--- config.mk ---
export PLATFORM = sky130hd
export DESIGN_NAME = layer_sequencer
export DESIGN_NICKNAME = d
export VERILOG_FILES = /design/src/rtl/layer_sequencer.sv
export SDC_FILE = /design/constraint.sdc
export NUM_CORES = 1
export LEC_CHECK = 0
export BUFFER_PORTS_ARGS = -buffer_cell sky130_fd_sc_hd__buf_2
export CAP_MARGIN = 20
export CORE_MARGIN = 1.5
export CORE_UTILIZATION = 50
export DETAILED_ROUTE_END_ITERATION = 8
export HOLD_SLACK_MARGIN = 0.06
export PLACE_DENSITY = 0.79
export SYNTH_ARGS = -nofsm -noshare
export SYNTH_HDL_FRONTEND = slang
export SYNTH_SLANG_ARGS = --single-unit
--- constraint.sdc ---
create_clock -name Clk -period 2.55 [get_ports Clk]
set_clock_uncertainty 0.1 [all_clocks]
set_input_delay 0.1275 -clock Clk [delete_from_list [all_inputs] [get_ports Clk]]
set_output_delay 0.1275 -clock Clk [all_outputs]
set_load 0.03 [all_outputs]
--- src/rtl/layer_sequencer.sv ---
// Inference scheduler: walks the seven network stages and issues one
// (stage, height, depth, width) tuple per cycle, with drain bubbles between stages.
module layer_sequencer #(
   parameter int unsigned CONV1_D = 8,
   parameter int unsigned CONV1_W = 184,
   parameter int unsigned POOL_W  = 92,
   parameter int unsigned CONV2_D = 16,
   parameter int unsigned CONV2_W = 88,
   parameter int unsigned CONV3_D = 32,
   parameter int unsigned CONV3_W = 84,
   parameter int unsigned FC1_D   = 32,
   parameter int unsigned FC1_W   = 7,
   parameter int unsigned FC2_W   = 5,
   parameter int unsigned DRAIN   = 6
) (
   input  logic       Clk,
   input  logic       Rst,
   input  logic       Start,
   input  logic       Stall,
   output logic [8:0] Compute_stage,
   output logic [3:0] Height,
   output logic [4:0] Depth,
   output logic [8:0] Width,
   output logic       Issue_valid,
   output logic       Busy,
   output logic       Done
);

   localparam int unsigned DW = $clog2(DRAIN + 1);

   typedef enum logic [1:0] {IDLE, RUN, DRAINING} state_t;
   typedef enum logic [2:0] {
      ST_CONV1, ST_POOL, ST_CONV2, ST_CONV3, ST_GPOOL, ST_FC1, ST_FC2
   } stage_t;

   state_t          state;
   stage_t          stage;
   stage_t          stage_nx;
   logic [3:0]      h_cnt, h_last, h_nx;
   logic [8:0]      w_cnt, w_last, w_nx;
   logic [4:0]      d_cnt, d_last, d_nx;
   logic [DW-1:0]   drain_cnt;
   logic [8:0]      code;
   logic            stage_end;
   logic            issue;

   always_comb begin
      code     = '0;
      h_last   = '0;
      w_last   = '0;
      d_last   = '0;
      stage_nx = ST_CONV1;
      case (stage)
         ST_CONV1: begin
            code = 9'h040; w_last = 9'(CONV1_W - 1); d_last = 5'(CONV1_D - 1); stage_nx = ST_POOL;
         end
         ST_POOL: begin
            code = 9'h020; w_last = 9'(POOL_W - 1); d_last = 5'(CONV1_D - 1); stage_nx = ST_CONV2;
         end
         ST_CONV2: begin
            code = 9'h010; h_last = 4'(CONV1_D - 1); w_last = 9'(CONV2_W - 1);
            d_last = 5'(CONV2_D - 1); stage_nx = ST_CONV3;
         end
         ST_CONV3: begin
            code = 9'h008; h_last = 4'(CONV2_D - 1); w_last = 9'(CONV3_W - 1);
            d_last = 5'(CONV3_D - 1); stage_nx = ST_GPOOL;
         end
         ST_GPOOL: begin
            code = 9'h004; w_last = 9'(CONV3_W - 1); d_last = 5'(CONV3_D - 1); stage_nx = ST_FC1;
         end
         ST_FC1: begin
            code = 9'h002; w_last = 9'(FC1_W - 1); d_last = 5'(FC1_D - 1); stage_nx = ST_FC2;
         end
         ST_FC2: begin
            code = 9'h001; w_last = 9'(FC2_W - 1);
         end
         default: ;
      endcase
   end

   // Uniform H-innermost nest; stages without an input-channel loop have h_last = 0.
   always_comb begin
      h_nx = h_cnt + 4'd1;
      w_nx = w_cnt;
      d_nx = d_cnt;
      if (h_cnt == h_last) begin
         h_nx = '0;
         w_nx = w_cnt + 9'd1;
         if (w_cnt == w_last) begin
            w_nx = '0;
            d_nx = d_cnt + 5'd1;
         end
      end
   end

   assign stage_end = (h_cnt == h_last) && (w_cnt == w_last) && (d_cnt == d_last);
   assign issue     = !Stall && ((state == RUN) || ((state == IDLE) && Start));

   always_ff @(posedge Clk or posedge Rst) begin
      if (Rst) begin
         state         <= IDLE;
         stage         <= ST_CONV1;
         h_cnt         <= '0;
         w_cnt         <= '0;
         d_cnt         <= '0;
         drain_cnt     <= '0;
         Compute_stage <= '0;
         Height        <= '0;
         Depth         <= '0;
         Width         <= '0;
         Issue_valid   <= 1'b0;
         Busy          <= 1'b0;
         Done          <= 1'b0;
      end else begin
         Done          <= 1'b0;
         Compute_stage <= '0;
         Height        <= '0;
         Depth         <= '0;
         Width         <= '0;
         Issue_valid   <= 1'b0;

         case (state)
            IDLE: if (Start) begin
               state <= RUN;
               Busy  <= 1'b1;
            end
            // Leaving at count 1 lets the next stage issue right after DRAIN bubbles;
            // the final stage counts one further so Done lands one cycle after them.
            DRAINING: begin
               drain_cnt <= drain_cnt - DW'(1);
               if (drain_cnt == '0) begin
                  state <= IDLE;
                  stage <= ST_CONV1;
                  Busy  <= 1'b0;
                  Done  <= 1'b1;
               end else if ((drain_cnt == DW'(1)) && (stage != ST_FC2)) begin
                  state <= RUN;
                  stage <= stage_nx;
               end
            end
            default: ;
         endcase

         if (issue) begin
            Compute_stage <= code;
            Height        <= h_cnt;
            Depth         <= d_cnt;
            Width         <= w_cnt;
            Issue_valid   <= 1'b1;
            if (stage_end) begin
               state     <= DRAINING;
               drain_cnt <= DW'(DRAIN);
               h_cnt     <= '0;
               w_cnt     <= '0;
               d_cnt     <= '0;
            end else begin
               h_cnt <= h_nx;
               w_cnt <= w_nx;
               d_cnt <= d_nx;
            end
         end
      end
   end

endmodule

Yosys cells after proc, flatten, opt, wreduce, memory -nomap -nowiden --
Index checks and enable logic that the tools add are counted.
Cells by class: add/sub/neg operators 4, equality and inequality tests 15, muxes and demuxes 34, reductions and logical operators 21
Operators with widths (number):
- $pmux W7 S7 | 1
- $pmux W8 S6 | 1
- $mux W9 | 5
- $mux W5 | 4
- $pmux W3 S6 | 1
- $mux W3 | 5
- $pmux W5 S3 | 1
- $mux W4 | 3
- $mux W2 | 5
- $add A9 B1 Y9 const B | 1
- $eq A3 B3 Y1 const B | 3
- $eq A9 B9 Y1 | 1
- $pmux W4 S2 | 1
- $reduce_bool A2 Y1 | 4
- $eq A3 B1 Y1 const B | 2
- $eq A3 B2 Y1 const B | 2
- $logic_not A3 Y1 | 2
- $reduce_and A3 Y1 | 2
- $add A5 B1 Y5 const B | 1
- $eq A5 B5 Y1 | 1
- $logic_and A1 B1 Y1 | 5
- $mux W1 | 5
- $add A4 B1 Y4 const B | 1
- $eq A4 B4 Y1 | 1
- other kinds (13) | 16
Word-level totals: register bits 56, bits of input ports 4, logic and storage cells 87

Longest topological paths before layout --
word-level depth 8, depth in mapped cells 11

Worst setup path after synthesis --
OpenSTA, ideal clock, no wires.
path kind reg-to-reg, from register stage[1], to register d_cnt[3], library setup time 0.095 ns, arrival 2.225 ns, setup slack 0.129 ns, cell stages (with the launch flop) 11, buffers on the path 2, period minus slack after synthesis 2.421 ns, cell sequence dfrtp_1 > buf_6 > buf_6 > inv_1 > ha_1 > nor3_1 > mux2i_1 > o211ai_1 > nand4_1 > or4_4 > o31ai_1
On the way: word-level cells in the longest chain between the ends 8
Ends and longest elaborated chain:
- start, declared | line 37 | stage_t stage;
- start signal, assigned | line 138 | stage <= stage_nx;
- $eq A3 B3 Y1 or $eq A3 B2 Y1 (tied branches) | line 53 | case (stage)
- $reduce_or A2 Y1 (no source line)
- $pmux W8 S6 | line 53
- $eq A9 B9 Y1 | line 89, 96
- $logic_and A1 B1 Y1 (2 in series) | line 96 | assign stage_end = (h_cnt == h_last) && (w_cnt == w_last) && (d_cnt == d_last);
- $reduce_bool A2 Y1 (no source line)
- $reduce_and A3 Y1 (no source line)
- end signal, assigned | line 159 | d_cnt <= d_nx;
- end, declared | line 41 | logic [4:0] d_cnt, d_last, d_nx;
Several ways; a longest one is shown, not always the timed one. A chain may end at the register's enable or synchronous reset.

Worst setup path after layout --
Same ends and word-level chain as after synthesis.

==> run_results.csv <==
group,metric,value,unit
routing,drtPass1Iterations,5,
routing,drt-initial-drc-count,184,
clock_tree,cts_buffer_depth,2,
critical_path,path_common_cell,"buf_4",
place,routabilityCongestion,0.889,
cells_and_area,area_delta_synth_final,13.3,%
global_route,antenna_found_initial,0,
place,place_area,2950,sq um
critical_path,critical_path_buf_inv_count,2,
cells_and_area,fin_area,3090,sq um
cells_and_area,layout-drive-gt1-share,20.3,%
synthesis,yosys-top-cells-count,"dfrtp_1, nand2_1, nor2_1, o21ai_0, and2_1",
hold_path,min-delay-start,"Stall",
power,p_comb_share,22.5,%
clock_tree,clkSlewWorstSetupHoldPaths,0.10,ns
critical_path,cpLargestDelayFamily,"simple AND/OR/NAND/NOR gates",
power,p_sw_share,33.7,%
timing,setup_viol,0,
synthesis,synth_top_area_share,49.5,%
synthesis,yosys_register_bits,54,
synthesis,netlist_area,2730,sq um
job,maxCapViolCount,0,
clock_tree,clock_latency,0.31,ns
global_route,grt_pass1_wl,9060,um
timing,relSlewSlack,57.1,%
floorplan,core,5170,sq um
clock_tree,post-cts-setup-buffer-count,0,
synthesis,synth_top_family_by_area,"simple AND/OR/NAND/NOR gates",
critical_path,crit_start,"stage[1]$_DFFE_PP0P_",
clock_tree,cts_sinks,54,
clock_tree,numCtsBuffers,5,
timing,finalHoldViolations,0,
synthesis,ys_types,52,
critical_path,worstPathArrival,2.53,ns
outcome,status,"completed",
timing,tightest_slew,0.643,ns
clock_tree,cts-root-buf,"clkbuf_8",
routing,wirelength,5340,um
hold_path,min_path_type,"input port to register",
timing,finalCritPeriodShare,95.9,%
routing,wl_per_cell,14.0,um
power,p_per_area,638,nW/um^2
power,power_frac_seq,52.9,%
critical_path,cp-start-kind,"register",
synthesis,synth-adder-area-share,5.04,%
floorplan,io_pins,34,
floorplan,die_h,76.9,um
power,p_leak,1.49,nW
floorplan,die_x,76.9,um
critical_path,critical_path_class,"register to register",
routing,vias,2099,
synthesis,synth_area_leaders,"dfrtp_1, ha_1, and2_1",
global_route,grt_max_degree,55,
global_route,grt_overflow,0,
critical_path,path_cells,"buf_4 > ha_1 > or4_1 > nor2_2 > o31ai_2 > buf_4 > o41ai_1 > o31ai_1",
routing,route.detailed.drc,0,
clock_tree,cts_tree,"built",
floorplan,start_util,52.8,%
synthesis,synth_edf_count,0,
synthesis,synth-compound-area-share,13.5,%
floorplan,dieArea,5910,sq um
power,p_sw,0.000666,W
synthesis,yosysMostFrequentCell,"dfrtp_1",
clock_tree,htree_levels,2,
synthesis,yosys.area_share.simple,22.9,%
critical_path,crit_path_top_delay_cell,"or4_1",
critical_path,cpPeakStageDelay,0.44,ns
synthesis,synth_area_leader_cell,"dfrtp_1",
timing,tns,0,ns
timing,period_needed,2.45,ns
routing,viasPerCell,5.51,
critical_path,path_max_fanout,16,
synthesis,syn_inst,276,
synthesis,synth-async-reset-ratio,100,%
synthesis,synth_seq_area_share,49.5,%
power,peakVddDrop,0.325,mV
power,p_int,0.00131,W
cells_and_area,finalNetCount,325,
synthesis,syn_avg_cell_area,9.89,sq um
critical_path,required,2.64,ns
critical_path,r2r-start,"stage[1]$_DFFE_PP0P_",
routing,final_antenna_net_count,0,
power,p_clk_share,24.6,%
cells_and_area,fin_cells,381,
place,hpwl,3630,um
synthesis,yosysWarnings,0,
global_route,grt_pass1_vias,1899,
cells_and_area,antenna_cells,0,
place,placed_cells,371,
place,io_buffers,31,
global_route,track_usage,19.3,%
synthesis,yosys-mux-area-fraction,1.51,%
synthesis,synth_xor_area_share,2.57,%
synthesis,ys.flop_type,"dfrtp_1",
timing,max_freq,0.409,GHz
timing,fin_hold_ws,0.207,ns
critical_path,end_kind,"register",
timing,maxSlewViolCount,0,
floorplan,rows,26,
timing,rsz0062_at_grt,"false",
==> cells in the final DEF, fill, tap and decap left out, types with 4 or more instances in the layout <==
master,n
clkbuf_8,5
nor4_1,4
buf_4,9
xnor2_1,7
nand2_1,26
o21ai_0,19
buf_2,31
dfrtp_1,53
and2_1,18
nand3b_1,4
inv_1,10
o41ai_1,4
nor2_1,19
a21oi_1,10
nand3_1,7
ha_1,10
nor3_1,11
nand2b_1,4
==> logic make-up after synthesis <==
family | after synthesis
flops | 54
simple gates | 114
mux | 4
other cells | 1
buf+inv | 27
fa+ha+maj | 11
xor+xnor | 8
compound gates | 57
==> metrics by stage <==
| stage | worst slack (ns) | util [%] | total power, W |
|---|---|---|---|
| after floorplan | 0.129 | - | 0.00137 |
| after detailed placement | 0.164 | 57.1 | 0.00149 |
| after global routing | 0.0122 | 59.8 | 0.00209 |
| after CTS | 0.0933 | 59.3 | 0.00197 |
| final | 0.105 | 59.8 | 0.00197 |
| after global placement | 0.245 | 57.1 | 0.00147 |
==> final timing paths <==
path / cells past startpoint / slack (ns) / end
worst min-delay path: 5 / 0.21 / Depth[1]$_DFF_PP0_
min in group asynchronous: 4 / 0.43 / Height[1]$_DFF_PP0_
worst max-delay path: 8 / 0.10 / d_cnt[3]$_DFFE_PP0P_
max in group asynchronous: 4 / 1.46 / stage[0]$_DFFE_PP0P_
worst max register to register: 8 / 0.10 / d_cnt[3]$_DFFE_PP0P_
worst min register to register: 1 / 0.42 / w_cnt[8]$_DFFE_PP0P_
==> layer usage <==
metal | global-route usage, % | vias up | wire length [um]
met2 | 30.8 | 66 | 2580
met4 | 7.96 | 0 | 116
met5 | 0 | - | 0
li1 | - | 1021 | -
met1 | 25.8 | 1000 | 2370
met3 | 3.69 | 12 | 267
==> power by group through the flow <==
stage | combinational (W) | sequential (W) | clock, W
3_5_place_dp | 0.000433 | 0.00106 | 0
3_3_place_gp | 0.000418 | 0.00106 | 0
5_1_grt | 0.000495 | 0.00106 | 0.000534
6_report | 0.000443 | 0.00104 | 0.000485
4_1_cts | 0.000441 | 0.00104 | 0.000491
2_1_floorplan | 0.000313 | 0.00106 | 0
==> flip-flops by register name, summed over array words and instances, names as in the netlist, 2 cells and up <==
name           cells
Height             4
Compute_stage      7
Depth              5
w_cnt              9
stage              3
state              2
drain_cnt          3
Width              9
d_cnt              5
h_cnt              4
==> worst register-to-register path, delay by kind of cell, from the launching register on <==
| family | cells | cell delay (ns) |
|---|---|---|
| buf+inv | 2 | 0.39 |
| simple gates | 2 | 0.60 |
| compound gates | 3 | 0.59 |
| fa+ha+maj | 1 | 0.25 |
| flops | 1 | 0.40 |
==> layout make-up <==
cell class | count | area, sq um
flip-flops and latches | 54 | 1350
fillers | 434 | 2080
clock inverters | 3 | 23.8
clock buffers | 5 | 68.8
inverters | 11 | 41.3
multi-input cells | 196 | 1270
well taps | 70 | 87.6
repair buffers | 42 | 243
==> repair_timing <==
action	in CTS	in global routing
hold buffers	2	0
endpoints found under the setup margin	0	6
endpoints found under the hold margin	55	0
gates resized for setup	0	5
(Power assumes the default switching activity.)
